**config.mk**
```make
export PLATFORM = sky130hd
export DESIGN_NAME = uart_cmd_decoder
export DESIGN_NICKNAME = d
export VERILOG_FILES = /design/src/rtl/uart_pkg.sv /design/src/rtl/uart_frame_timer.sv /design/src/rtl/uart_cmd_decoder.sv
export SDC_FILE = /design/constraint.sdc
export NUM_CORES = 1
export LEC_CHECK = 0
export BUFFER_PORTS_ARGS = -buffer_cell sky130_fd_sc_hd__buf_2
export CAP_MARGIN = 15
export CELL_PAD_IN_SITES_DETAIL_PLACEMENT = 0
export CELL_PAD_IN_SITES_GLOBAL_PLACEMENT = 1
export CORE_ASPECT_RATIO = 0.6
export CORE_MARGIN = 1.5
export CORE_UTILIZATION = 40
export CTS_CLUSTER_DIAMETER = 40
export CTS_CLUSTER_SIZE = 30
export DETAILED_ROUTE_END_ITERATION = 12
export HOLD_SLACK_MARGIN = 0.05
export PLACE_DENSITY_LB_ADDON = 0.1
export RECOVER_POWER = 50
export SETUP_SLACK_MARGIN = 0.15
export SLEW_MARGIN = 20
export SYNTH_ARGS = -nofsm -noshare
export SYNTH_HDL_FRONTEND = slang
export SYNTH_SLANG_ARGS = --single-unit
```
**constraint.sdc**
```tcl
create_clock -name clk -period 2.24 [get_ports clk]
set_clock_uncertainty 0.2 [all_clocks]
set_input_delay 0.112 -clock clk [delete_from_list [all_inputs] [get_ports clk]]
set_output_delay 0.112 -clock clk [all_outputs]
set_load 0.005 [all_outputs]
```
**src/rtl/uart_pkg.sv**
```systemverilog
// Shared UART definitions: decoder state encoding, command payload layout,
// default frame marker and the baud divider helper used by the TX/RX blocks.
package uart_pkg;

  localparam logic [7:0] DEFAULT_SYNC_BYTE = 8'hA5;

  // Frame decoder states, one per expected byte position
  typedef enum logic [2:0] {
    S_SYNC = 3'd0,
    S_OP   = 3'd1,
    S_ADDR = 3'd2,
    S_DHI  = 3'd3,
    S_DLO  = 3'd4,
    S_CSUM = 3'd5
  } dec_state_t;

  // Decoded command payload
  typedef struct packed {
    logic [7:0]  op;
    logic [7:0]  addr;
    logic [15:0] data;
  } cmd_t;

  // System clocks per UART bit period
  function automatic int unsigned clks_per_bit(input int unsigned freq,
                                               input int unsigned baud);
    return freq / baud;
  endfunction

endpackage

```
**src/rtl/uart_frame_timer.sv**
```systemverilog
// Inter-byte timeout counter for the frame decoder.
// Ports:
//   clk, reset  - clock, synchronous active-high reset
//   clear       - holds the counter at zero (byte strobe or idle hunting)
//   expire_c    - combinational: count has reached TIMEOUT_CLKS-1 while not cleared
module uart_frame_timer #(
  parameter int unsigned TIMEOUT_CLKS = 200
) (
  input  logic clk,
  input  logic reset,
  input  logic clear,
  output logic expire_c
);

  localparam int unsigned CNT_W = (TIMEOUT_CLKS > 1) ? $clog2(TIMEOUT_CLKS) : 1;
  localparam logic [CNT_W-1:0] LAST = CNT_W'(TIMEOUT_CLKS - 1);

  logic [CNT_W-1:0] count;

  assign expire_c = (count == LAST) && !clear;

  // Restarting on expiry keeps the counter from ever wrapping
  always_ff @(posedge clk) begin
    if (reset || clear || expire_c) begin
      count <= '0;
    end else begin
      count <= count + CNT_W'(1);
    end
  end

endmodule

```
**src/rtl/uart_cmd_decoder.sv**
```systemverilog
// Command frame decoder placed after the UART receiver. Hunts for the sync
// byte, collects OP/ADDR/DHI/DLO/CSUM, checks the XOR checksum and presents
// good frames on a valid/ready interface. Bad, stalled or overrun frames are
// dropped with a one-cycle error pulse.
// Ports:
//   clk, reset            - clock, synchronous active-high reset
//   rx_done, rx_byte      - receiver byte strobe and data
//   cmd_valid, cmd_ready  - output handshake
//   cmd_op, cmd_addr      - opcode and address bytes
//   cmd_data              - {DHI, DLO}
//   err_csum              - pulse: checksum mismatch
//   err_timeout           - pulse: frame abandoned mid-way
//   err_overrun           - pulse: good frame dropped, output occupied
module uart_cmd_decoder
  import uart_pkg::*;
#(
  parameter int unsigned FREQUENCY     = 10_000_000,
  parameter int unsigned BAUD_RATE     = 9600,
  parameter int unsigned TIMEOUT_BYTES = 4,
  parameter logic [7:0]  SYNC_BYTE     = DEFAULT_SYNC_BYTE
) (
  input  logic        clk,
  input  logic        reset,
  input  logic        rx_done,
  input  logic [7:0]  rx_byte,
  output logic        cmd_valid,
  input  logic        cmd_ready,
  output logic [7:0]  cmd_op,
  output logic [7:0]  cmd_addr,
  output logic [15:0] cmd_data,
  output logic        err_csum,
  output logic        err_timeout,
  output logic        err_overrun
);

  localparam int unsigned CLKS_PER_BIT = clks_per_bit(FREQUENCY, BAUD_RATE);
  localparam int unsigned TIMEOUT_CLKS = CLKS_PER_BIT * 10 * TIMEOUT_BYTES;

  dec_state_t state_q, state_d;
  logic [7:0] acc_q, acc_d;
  cmd_t       shadow_q, shadow_d;
  cmd_t       cmd_q, cmd_d;
  logic       valid_d;
  logic       err_csum_d, err_timeout_d, err_overrun_d;
  logic       timer_clear_c, timer_expire_c;

  // Timer runs only while a frame is partially received
  assign timer_clear_c = rx_done || (state_q == S_SYNC);

  uart_frame_timer #(
    .TIMEOUT_CLKS(TIMEOUT_CLKS)
  ) u_timer (
    .clk      (clk),
    .reset    (reset),
    .clear    (timer_clear_c),
    .expire_c (timer_expire_c)
  );

  assign cmd_op   = cmd_q.op;
  assign cmd_addr = cmd_q.addr;
  assign cmd_data = cmd_q.data;

  // State and output registers
  always_ff @(posedge clk) begin
    if (reset) begin
      state_q     <= S_SYNC;
      acc_q       <= '0;
      shadow_q    <= '0;
      cmd_q       <= '0;
      cmd_valid   <= 1'b0;
      err_csum    <= 1'b0;
      err_timeout <= 1'b0;
      err_overrun <= 1'b0;
    end else begin
      state_q     <= state_d;
      acc_q       <= acc_d;
      shadow_q    <= shadow_d;
      cmd_q       <= cmd_d;
      cmd_valid   <= valid_d;
      err_csum    <= err_csum_d;
      err_timeout <= err_timeout_d;
      err_overrun <= err_overrun_d;
    end
  end

  // Next-state, byte capture, checksum verdict and handshake
  always_comb begin
    state_d       = state_q;
    acc_d         = acc_q;
    shadow_d      = shadow_q;
    cmd_d         = cmd_q;
    valid_d       = cmd_valid && !cmd_ready;
    err_csum_d    = 1'b0;
    err_timeout_d = 1'b0;
    err_overrun_d = 1'b0;

    if (rx_done) begin
      unique case (state_q)
        S_SYNC: begin
          if (rx_byte == SYNC_BYTE) begin
            acc_d   = '0;
            state_d = S_OP;
          end
        end
        S_OP: begin
          shadow_d.op = rx_byte;
          acc_d       = acc_q ^ rx_byte;
          state_d     = S_ADDR;
        end
        S_ADDR: begin
          shadow_d.addr = rx_byte;
          acc_d         = acc_q ^ rx_byte;
          state_d       = S_DHI;
        end
        S_DHI: begin
          shadow_d.data[15:8] = rx_byte;
          acc_d               = acc_q ^ rx_byte;
          state_d             = S_DLO;
        end
        S_DLO: begin
          shadow_d.data[7:0] = rx_byte;
          acc_d              = acc_q ^ rx_byte;
          state_d            = S_CSUM;
        end
        S_CSUM: begin
          state_d = S_SYNC;
          if (acc_q != rx_byte) begin
            err_csum_d = 1'b1;
          end else if (!cmd_valid || cmd_ready) begin
            // Output slot is free, or being emptied this very cycle
            cmd_d   = shadow_q;
            valid_d = 1'b1;
          end else begin
            err_overrun_d = 1'b1;
          end
        end
        default: begin
          state_d = S_SYNC;
        end
      endcase
    end else if (timer_expire_c) begin
      state_d       = S_SYNC;
      err_timeout_d = 1'b1;
    end
  end

endmodule

```
==> run_results.csv, run 1 <==
group,metric,value,unit
cts,htree_levels,3,
final_layout,multi_input_area,2090,um2
floorplanning,io_pins,48,
route,initialDrtViolationCount,163,
timing,slew_headroom,67.1,%
cts,clock_insertion_delay_worst_skew,340,ps
synthesis,synth_edf_count,0,
power_and_ir_drop,p_leak,1.69,nW
synthesis,netlist.top_cell.by_area,"dfxtp_1",
critical_path,end_kind,"register",
route,num_vias,3163,
timing,hold_violations,0,
floorplanning,die_h,83.0,um
floorplanning,core,10100,um2
global_routing,grt_pass1_vias,3031,
final_layout,area_growth,16.7,%
synthesis,synthCells,456,
synthesis,synthArstFlopShare,0,%
route,viasPerCell,4.92,
global_routing,grt_pass1_wl,15600,um
timing,rsz0062_at_grt,"false",
placement,hpwl,6260,um
critical_path,crit_required,2260,ps
cts,clock-sinks,95,
synthesis,synth_ff_type,"dfxtp_1",
synthesis,synth_top_area_share,44.6,%
floorplanning,rows,28,
cts,path_clk_slew,70,ps
final_layout,fill_cells,994,
timing,worst_pin_slew,491,ps
power_and_ir_drop,ir_worst_vdd,0.371,mV
route,firstDrtPassIters,4,
placement,gp_congestion,0.790,
floorplanning,start_util,42.2,%
synthesis,synth_cell_type_count,48,
route,drcViolationCount,0,
floorplanning,dieArea,11300,um2
flow_run,maxCapViolCount,0,
route,drt-total-wl,9420,um
synthesis,synth_common_cells,"95 x dfxtp_1, 65 x nand2b_1, 48 x mux2i_1",
synthesis,synth_area_leaders,"dfxtp_1 45%, mux2i_1 11%, nand2b_1 9.5%",
cts,cts_buffer_depth,2,
timing,setup_violations,0,
floorplanning,die_w,136,um
critical_path,arrival,2060,ps
synthesis,postSynthNetCount,469,
placement,port_buffers,47,
global_routing,grt_overflow,0,
final_layout,drive_above_1_share,12.4,%
cts,tritoncts,"done",
synthesis,synth_most_common_cell,"dfxtp_1",
synthesis,synth_area,4260,um2
critical_path,cp_max_fo,8,
power_and_ir_drop,power.density,674,nW/um2
timing,max_freq,490,MHz
cts,root_buffer,"clkbuf_16",
synthesis,synth.avg_cell_area,9.35,um2
synthesis,yosys_warnings,0,
route,ant_nets,0,
final_layout,layout.nets,516,
timing,post-route-period-util,91.2,%
critical_path,critical_path_class,"in -> reg",
cts,cts_inserted_buffers,9,
global_routing,grtUsageTotal,17.7,%
synthesis,ys_seq_area_share,44.6,%
synthesis,ys_ff_latch,95,
route,post_drt_wl_per_cell,14.6,um
cts,ctsResizeCount,0,
timing,hold_ws,256,ps
critical_path,startpoint_type,"input pin",
timing,slew_viol_final,0,
global_routing,antenna_found_initial,0,
global_routing,grt_max_degree,79,
hold_path,worstHoldPathType,"reg -> reg",
status,status,"completed",
final_layout,n_antenna_cell,0,
timing,fin_setup_tns,0,ps
timing,fin_crit,2040,ps
final_layout,regArea,1900,um2
power_and_ir_drop,p_total,3.35,mW
layout make-up:
class | count | share of cell area (%)
Sequential cell | 95 | 38.2
Inverter | 10 | 0.755
Tap cell | 135 | 3.40
Timing Repair Buffer | 74 | 9.63
Clock buffer | 9 | 4.53
Multi-Input combinational cell | 313 | 42.0
Clock inverter | 7 | 1.48
worst paths after layout:
path	startpoint	cells past startpoint	to	slack (ps)
worst max register to register	state_q[0]$_SDFFE_PP0P_	4	shadow_q[27]$_SDFFE_PP0P_	290
worst min-delay path	shadow_q[4]$_SDFFE_PP0P_	2	shadow_q[4]$_SDFFE_PP0P_	260
worst max-delay path	rx_done	6	shadow_q[27]$_SDFFE_PP0P_	200
worst min register to register	shadow_q[4]$_SDFFE_PP0P_	2	shadow_q[4]$_SDFFE_PP0P_	260
per-layer routing:
layer | global-route usage [%] | vias up | wire (um)
met5 | 0 | - | 0
met4 | 4.55 | 0 | 61
met3 | 4.82 | 5 | 351
met2 | 25.1 | 47 | 3890
met1 | 26.2 | 1481 | 5110
li1 | - | 1630 | -
stage by stage:
stage                     std cells  setup slack [ps]  cell area, um2  util, %
after floorplan                 456               541            4260        -
after global placement          613               308            4570     45.3
after detailed placement        613               225            4570     45.3
after CTS                       642               153            5000     49.6
after global routing            643              82.3            4970     49.3
final                           643               198            4970     49.3
state kept, by name (all words and copies together) (netlist names):
signal,flops
state_q,3
acc_q,8
u_timer.count,16
err_timeout,1
err_csum,1
cmd_valid,1
err_overrun,1
cmd_addr,8
cmd_op,8
cmd_data,16
shadow_q,32
where the power goes:
| part | switching, mW | leakage [nW] | internal (mW) |
|---|---|---|---|
| combinational | 0.0761 | 0.778 | 0.0596 |
| sequential | 0.000772 | 0.765 | 1.69 |
| clock | 0.660 | 0.145 | 0.867 |
| total | 0.737 | 1.69 | 2.62 |
kinds of logic after synthesis:
family / share of synthesized area [%]
compound gates: 7.52
mux: 11.3
simple gates: 25.2
xor+xnor: 4.70
fa+ha+maj: 0.294
buf+inv: 6.37
flops: 44.6
critical path: stages:
cell	delay (ps)
dlygate4sd3_1	520
clkbuf_1	290
nor4bb_1	510
clkbuf_2	360
mux2i_1	230
nor2_1	50
what timing repair did:
action                                  4_1_cts  5_1_grt
buffers inserted                              0        1
hold buffers                                 13        0
endpoints found under the hold margin        43        0
endpoints found under the setup margin        0       22
placed cells by master (no fill, tap or decap), types with 4 or more instances in the layout:
master	netlist	final
nor4bb_1	4	4
mux2i_1	48	48
o21ai_0	8	8
nand3_1	8	8
buf_4	1	10
clkbuf_1	17	21
nor2b_1	9	9
o41ai_1	8	8
xor2_1	9	9
dlygate4sd3_1	0	13
nor3_1	7	7
nor2_1	34	34
o211ai_1	8	8
nand2_1	40	40
dfxtp_1	95	95
nor4_1	4	4
buf_2	11	26
clkbuf_16	0	9
nand2b_1	65	65
xnor2_1	12	12
inv_1	10	10
a21oi_1	19	19
(Power assumes the default switching activity.)
==> inputs of run 2 (changes only) <==
==> constraint.sdc (replaced) <==
create_clock -name clk -period 1.8 [get_ports clk]
set_clock_uncertainty 0.2 [all_clocks]
set_input_delay 0.09 -clock clk [delete_from_list [all_inputs] [get_ports clk]]
set_output_delay 0.09 -clock clk [all_outputs]
set_load 0.005 [all_outputs]
==> run 2 against run 1 <==
Effect of this change: the flow now finishes with violations (negative hold slack); non-clock buffer count rose by 25; critical path depth decreased by 1; clock-buffer cell count is 1 higher; register-to-register slack worse by 270 ps; first-iteration DRC count fell by 7.4%; worst hold slack got worse by 400 ps; total power is 25% higher; via count increased by 4.8%; sequential share of layout area shrank 1.9 points; largest power group unchanged; highest routed layer unchanged.
==> run_results.csv, run 2 (synthesis gave the netlist of run 1 again) <==
group,metric,value,unit
placement,place_area,4800,um2
power_and_ir_drop,power.density,793,nW/um2
placement,port_buffers,47,
final_layout,final_cells,668,
global_routing,grtUsageTotal,18.8,%
global_routing,grt_overflow,0,
route,initialDrtViolationCount,151,
floorplanning,io_pins,48,
global_routing,grt_pass1_wl,16400,um
power_and_ir_drop,p_leak,1.84,nW
global_routing,grt_pass1_vias,3062,
cts,cts_buffer_depth,2,
final_layout,multi_input_area,2180,um2
flow_run,maxCapViolCount,0,
timing,setup_ws,23.8,ps
timing,hold_ws,-143,ps
route,ant_nets,0,
route,drcViolationCount,0,
cts,htree_levels,3,
floorplanning,core,10100,um2
hold_path,min_to,"u_timer.count[2]$_SDFF_PP0_",
final_layout,fill_cells,988,
floorplanning,rows,28,
timing,setup_violations,0,
timing,fin_setup_tns,0,ps
cts,path_clk_slew,70,ps
timing,worst_pin_slew,666,ps
placement,place_worst_setup_slack,32.3,ps
placement,hpwl,6790,um
global_routing,grt_max_degree,73,
route,viasPerCell,4.96,
placement,dp_cells,638,
final_layout,drive_above_1_share,22.7,%
cts,tritoncts,"done",
critical_path,worstReg2RegEnd,"cmd_data[3]$_SDFFE_PP0P_",
critical_path,end_kind,"register",
timing,hold_violations,3,
final_layout,regArea,1930,um2
floorplanning,start_util,42.2,%
cts,root_buffer,"clkbuf_16",
timing,post-route-period-util,98.7,%
critical_path,cp_max_fo,12,
cts,clock-sinks,95,
final_layout,layout.nets,541,
critical_path,arrival,1850,ps
status,status,"complete, but fails checks",
status,violations,"negative hold slack",
critical_path,rr_worst_depth,5,
timing,slew_viol_final,0,
timing,slew_headroom,55.6,%
power_and_ir_drop,ir_worst_vdd,0.455,mV
route,drt-total-wl,10200,um
hold_path,worstHoldPathType,"in -> reg",
timing,fin_crit,1780,ps
final_layout,largest_reg_flops,32,
critical_path,critical_path_class,"reg -> reg",
placement,gp_congestion,0.800,
global_routing,antenna_found_initial,0,
critical_path,regToRegSetupSlack,20,ps
final_layout,design_area,5300,um2
floorplanning,die_w,136,um
cts,cts_inserted_buffers,9,
final_layout,layout_commonest_cell,"dfxtp_1",
final_layout,regMostFlops,"shadow_q",
cts,cts_hold_buf,10,
hold_path,hold_start,"rx_done",
final_layout,area_growth,24.3,%
final_layout,n_antenna_cell,0,
floorplanning,die_h,83.0,um
route,post_drt_wl_per_cell,15.2,um
route,firstDrtPassIters,4,
timing,rsz0062_at_grt,"true",
critical_path,startpoint_type,"register",
timing,max_freq,563,MHz
hold_path,min_path_cells,2,
final_layout,mostFrequentLayoutCells,"82 x dfxtp_1, 65 x nand2b_1, 48 x mux2i_1",
route,num_vias,3315,
cts,clock_insertion_delay_worst_skew,340,ps
critical_path,crit_required,1870,ps
floorplanning,dieArea,11300,um2
critical_path,regToRegStartpoint,"acc_q[5]$_SDFFE_PP0P_",
## run 2: worst max-delay path by stage
stage | start | slack [ps] | to
floorplan | acc_q[5]$_SDFFE_PP0P_ | 110 | cmd_addr[1]$_SDFFE_PP0P_
global placement | acc_q[5]$_SDFFE_PP0P_ | 90 | cmd_op[3]$_SDFFE_PP0P_
detailed placement | state_q[2]$_SDFFE_PP0P_ | 30 | cmd_addr[2]$_SDFFE_PP0P_
CTS | acc_q[5]$_SDFFE_PP0P_ | 20 | cmd_addr[2]$_SDFFE_PP0P_
global route | acc_q[5]$_SDFFE_PP0P_ | -70 | cmd_addr[7]$_SDFFE_PP0P_
finish | acc_q[5]$_SDFFE_PP0P_ | 20 | cmd_data[3]$_SDFFE_PP0P_
## run 2: power breakdown
| part | switching [mW] | internal, mW |
|---|---|---|
| logic | 0.107 | 0.0836 |
| registers | 0.000720 | 2.10 |
| clock network | 0.827 | 1.08 |
## run 2: through the flow
step | power, mW | utilization [%]
finish | 4.20 | 52.5
global route | 4.35 | 52.5
global placement | 2.32 | 47.6
detailed placement | 2.32 | 47.6
CTS | 4.26 | 51.9
floorplan | 2.26 | -
## run 2: final cells by class
class | instances | area share [%]
multi-input cells | 313 | 41.1
flip-flops and latches | 95 | 36.3
repair buffers | 99 | 13.0
clock buffers | 10 | 4.32
well taps | 135 | 3.19
clock inverters | 6 | 1.30
inverters | 10 | 0.709
## run 2: critical path, cell delays in order (launching register included)
cell and delay (ps):
dfxtp_2 340, xor2_2 160, nor4_4 320, and4_4 330
buf_12 160, mux2i_1 200
## run 2: metal layers
metal | routed length (um) | global-route usage [%] | vias to the layer above
li1 | - | - | 1674
met3 | 656 | 5.01 | 10
met5 | 0 | 0 | -
met1 | 5390 | 29.0 | 1564
met2 | 4030 | 25.2 | 67
met4 | 92 | 4.93 | 0
## run 2: what timing repair did
item / in CTS / in global routing
hold endpoints to repair: 43 / 3
setup buffers: 0 / 4
resized for setup: 13 / 20
pin swaps: 1 / 5
endpoints found under the setup margin: 68 / 78
gates cloned: 0 / 0
==> inputs of run 3 (changes only) <==
--- a/config.mk
+++ b/config.mk
@@ -22,4 +22,5 @@
 export SLEW_MARGIN = 20
 export SYNTH_ARGS = -nofsm -noshare
 export SYNTH_HDL_FRONTEND = slang
+export SYNTH_HIERARCHICAL = 1
 export SYNTH_SLANG_ARGS = --single-unit
==> run 3 against run 2 <==
Effect of this change: the flow finishes with violations (negative setup slack); clock power rose by 15%; register-to-register slack got worse by 120 ps; via count grew 17%; worst hold slack better by 250 ps; die area is 2.3% higher; fmax is 6.2% lower; global-route usage up 3.0 points; sequential power barely moved.
==> run_results.csv, run 3 <==
group,metric,value,unit
cts,clock_insertion_delay_worst_skew,350,ps
flow_run,maxCapViolCount,0,
power_and_ir_drop,p_int,3.53,mW
power_and_ir_drop,p_seq_share,46.8,%
synthesis,netlist.top_cell.by_area,"dfxtp_1",
synthesis,synth_ff_type,"dfxtp_1",
route,firstDrtPassIters,5,
timing,max_freq,528,MHz
final_layout,regArea,1910,um2
critical_path,crit_top_cell,"or3_4",
power_and_ir_drop,p_comb_share,4.6,%
route,ant_nets,0,
final_layout,layout.nets,584,
floorplanning,dieArea,11600,um2
critical_path,critical_path_class,"reg -> reg",
timing,fin_setup_tns,-1880,ps
timing,post-route-period-util,105,%
synthesis,synth_edf_count,0,
global_routing,antenna_found_initial,0,
synthesis,synth_common_cells,"95 x dfxtp_1, 61 x a21oi_1, 55 x nand2_1",
critical_path,end_kind,"register",
final_layout,regMostFlops,"shadow_q",
final_layout,fill_cells,991,
global_routing,grt_max_degree,72,
cts,path_clk_slew,70,ps
synthesis,synth.avg_cell_area,9.14,um2
global_routing,grt_use_met1,34.2,%
route,viasPerCell,5.46,
route,drcViolationCount,0,
final_layout,mostFrequentLayoutCells,"87 x dfxtp_1, 56 x a21oi_1, 53 x nand2_1",
timing,hold_violations,0,
synthesis,postSynthNetCount,490,
global_routing,grt_pass1_vias,3780,
final_layout,largest_reg_flops,32,
critical_path,cp_max_fo,7,
floorplanning,start_util,41.2,%
synthesis,synth_most_common_cell,"dfxtp_1",
power_and_ir_drop,power_frac_clock,48.6,%
hold_path,worstHoldPathType,"in -> reg",
power_and_ir_drop,ir_worst_vdd,0.489,mV
floorplanning,io_pins,48,
global_routing,grtUsageTotal,21.8,%
cts,tritoncts,"done",
synthesis,synthCells,477,
floorplanning,die_w,138,um
synthesis,synth_top_area_share,43.6,%
synthesis,synth_area,4360,um2
timing,slew_headroom,47.1,%
final_layout,multi_input_area,2330,um2
global_routing,grt_overflow,0,
critical_path,crit_required,1890,ps
final_layout,drive_above_1_share,33.7,%
placement,port_buffers,47,
power_and_ir_drop,netSwitchingPower,0.961,mW
power_and_ir_drop,p_total,4.49,mW
final_layout,n_antenna_cell,0,
cts,root_buffer,"clkbuf_16",
global_routing,use_met3,4.19,%
floorplanning,rows,29,
cts,clock-sinks,95,
timing,slew_viol_final,0,
synthesis,synth_cell_type_count,52,
placement,hpwl,7620,um
timing,rsz0062_at_grt,"true",
timing,hold_ws,105,ps
floorplanning,die_h,83.9,um
placement,gp_congestion,0.835,
route,initialDrtViolationCount,207,
final_layout,layout_commonest_cell,"dfxtp_1",
floorplanning,core,10600,um2
global_routing,use_met2,30.3,%
synthesis,ys_seq_area_share,43.6,%
global_routing,grt_pass1_wl,19700,um
status,status,"complete, but fails checks",
timing,setup_ws,-93.0,ps
route,num_vias,3895,
status,violations,"negative setup slack",
timing,fin_crit,1890,ps
final_layout,design_area,5870,um2
critical_path,crit_chain,"or3_4 -> nand2b_4 -> nor4bb_2 -> and4_4 -> or3_4 -> buf_8 -> nor2_2",
cts,cts_inserted_buffers,9,
final_layout,area_growth,34.7,%
critical_path,arrival,1980,ps
cts,cts_buffer_depth,2,
timing,setup_violations,38,
cts,htree_levels,3,
critical_path,crit_path_top_delay_cell,"or3_4",
synthesis,ys_ff_latch,95,
timing,worst_pin_slew,794,ps
placement,place_area,4870,um2
route,drt-total-wl,12500,um
power_and_ir_drop,p_sw_share,21.4,%
synthesis,yosys_warnings,6,
global_routing,busiest_layer,"met1",
route,post_drt_wl_per_cell,17.5,um
synthesis,synthArstFlopShare,0,%
critical_path,startpoint_type,"register",
power_and_ir_drop,p_leak,2.06,nW
critical_path,cpPeakStageDelay,400,ps
synthesis,synth_area_leaders,"dfxtp_1 44%, a21oi_1 7.0%, nand4_1 5.9%",
power_and_ir_drop,power.density,765,nW/um2
-- run 3: cell types whose count changed in the layout (fill, tap and decap cells not counted), moves of 13 or more --
cell | previous run | this run
nand2_1 | 40 | 53
buf_4 | 31 | 47
mux2i_1 | 48 | 8
o31ai_1 | 1 | 29
nand4_1 | 3 | 41
a21oi_1 | 18 | 56
nand2b_1 | 65 | 10
-- run 3: logic make-up (layout without fill, tap and decap cells) --
logic type	Yosys count	count (layout)	share of synthesized area (%)
AOI/OAI and AO/OA	117	117	16.5
xor gates and xnor gates	21	21	4.91
adders and majority gates	1	1	0.287
buffers and inverters	53	151	8.43
DFF	95	95	43.6
muxes	8	8	1.84
and+or+nand+nor	182	182	24.4
-- run 3: stage by stage --
step,utilization (%),setup WS (ps),instances
3_3_place_gp,45.9,-98.2,664
4_1_cts,53.0,-80.2,703
5_1_grt,55.4,-151,714
2_1_floorplan,-,-254,477
6_report,55.4,-93.0,714
3_5_place_dp,45.9,-155,664
-- run 3: per-layer routing --
layer  share of wire (%)  wire [um]
met5                   0          0
met4                0.87        109
met3                 5.4        680
met2                  41       5170
met1                  52       6530
-- run 3: critical path: cells and delay by family (launching register included) --
family | cells | cell delay, ps
buf+inv | 1 | 170
flops | 1 | 320
simple gates | 6 | 1140
-- run 3: what timing repair did --
action,CTS,global route
hold buffers,11,0
setup endpoints to repair,68,86
pin swaps,18,12
setup buffers,10,10
resized for setup,48,45
endpoints found under the hold margin,58,0
cloned,3,1
-- run 3: final timing paths --
path,start,to,slack [ps],cells past startpoint
worst max-delay path,state_q[2]$_SDFFE_PP0P_,u_timer/count[7]$_SDFF_PP0_,-90,7
worst min-delay path,rx_done,err_csum$_SDFF_PP0_,110,5
worst max register to register,state_q[2]$_SDFFE_PP0P_,u_timer/count[7]$_SDFF_PP0_,-90,7
worst min register to register,shadow_q[11]$_SDFFE_PP0P_,shadow_q[11]$_SDFFE_PP0P_,260,2
-- run 3: power groups by stage --
stage                     clock, mW  combinational, mW  sequential (mW)
after global routing           2.30              0.219             2.10
after floorplan                   0              0.109             2.15
after global placement            0              0.161             2.15
after detailed placement          0              0.163             2.15
after CTS                      2.23              0.185             2.10
final                          2.19              0.206             2.10
-- run 3: area by class of cell --
cell class,instances,area share (%)
Multi-Input combinational cell,329,39.6
Sequential cell,95,32.6
Clock buffer,10,3.90
Clock inverter,5,1.83
Tap cell,139,2.96
Timing Repair Buffer,131,18.8
Inverter,5,0.320
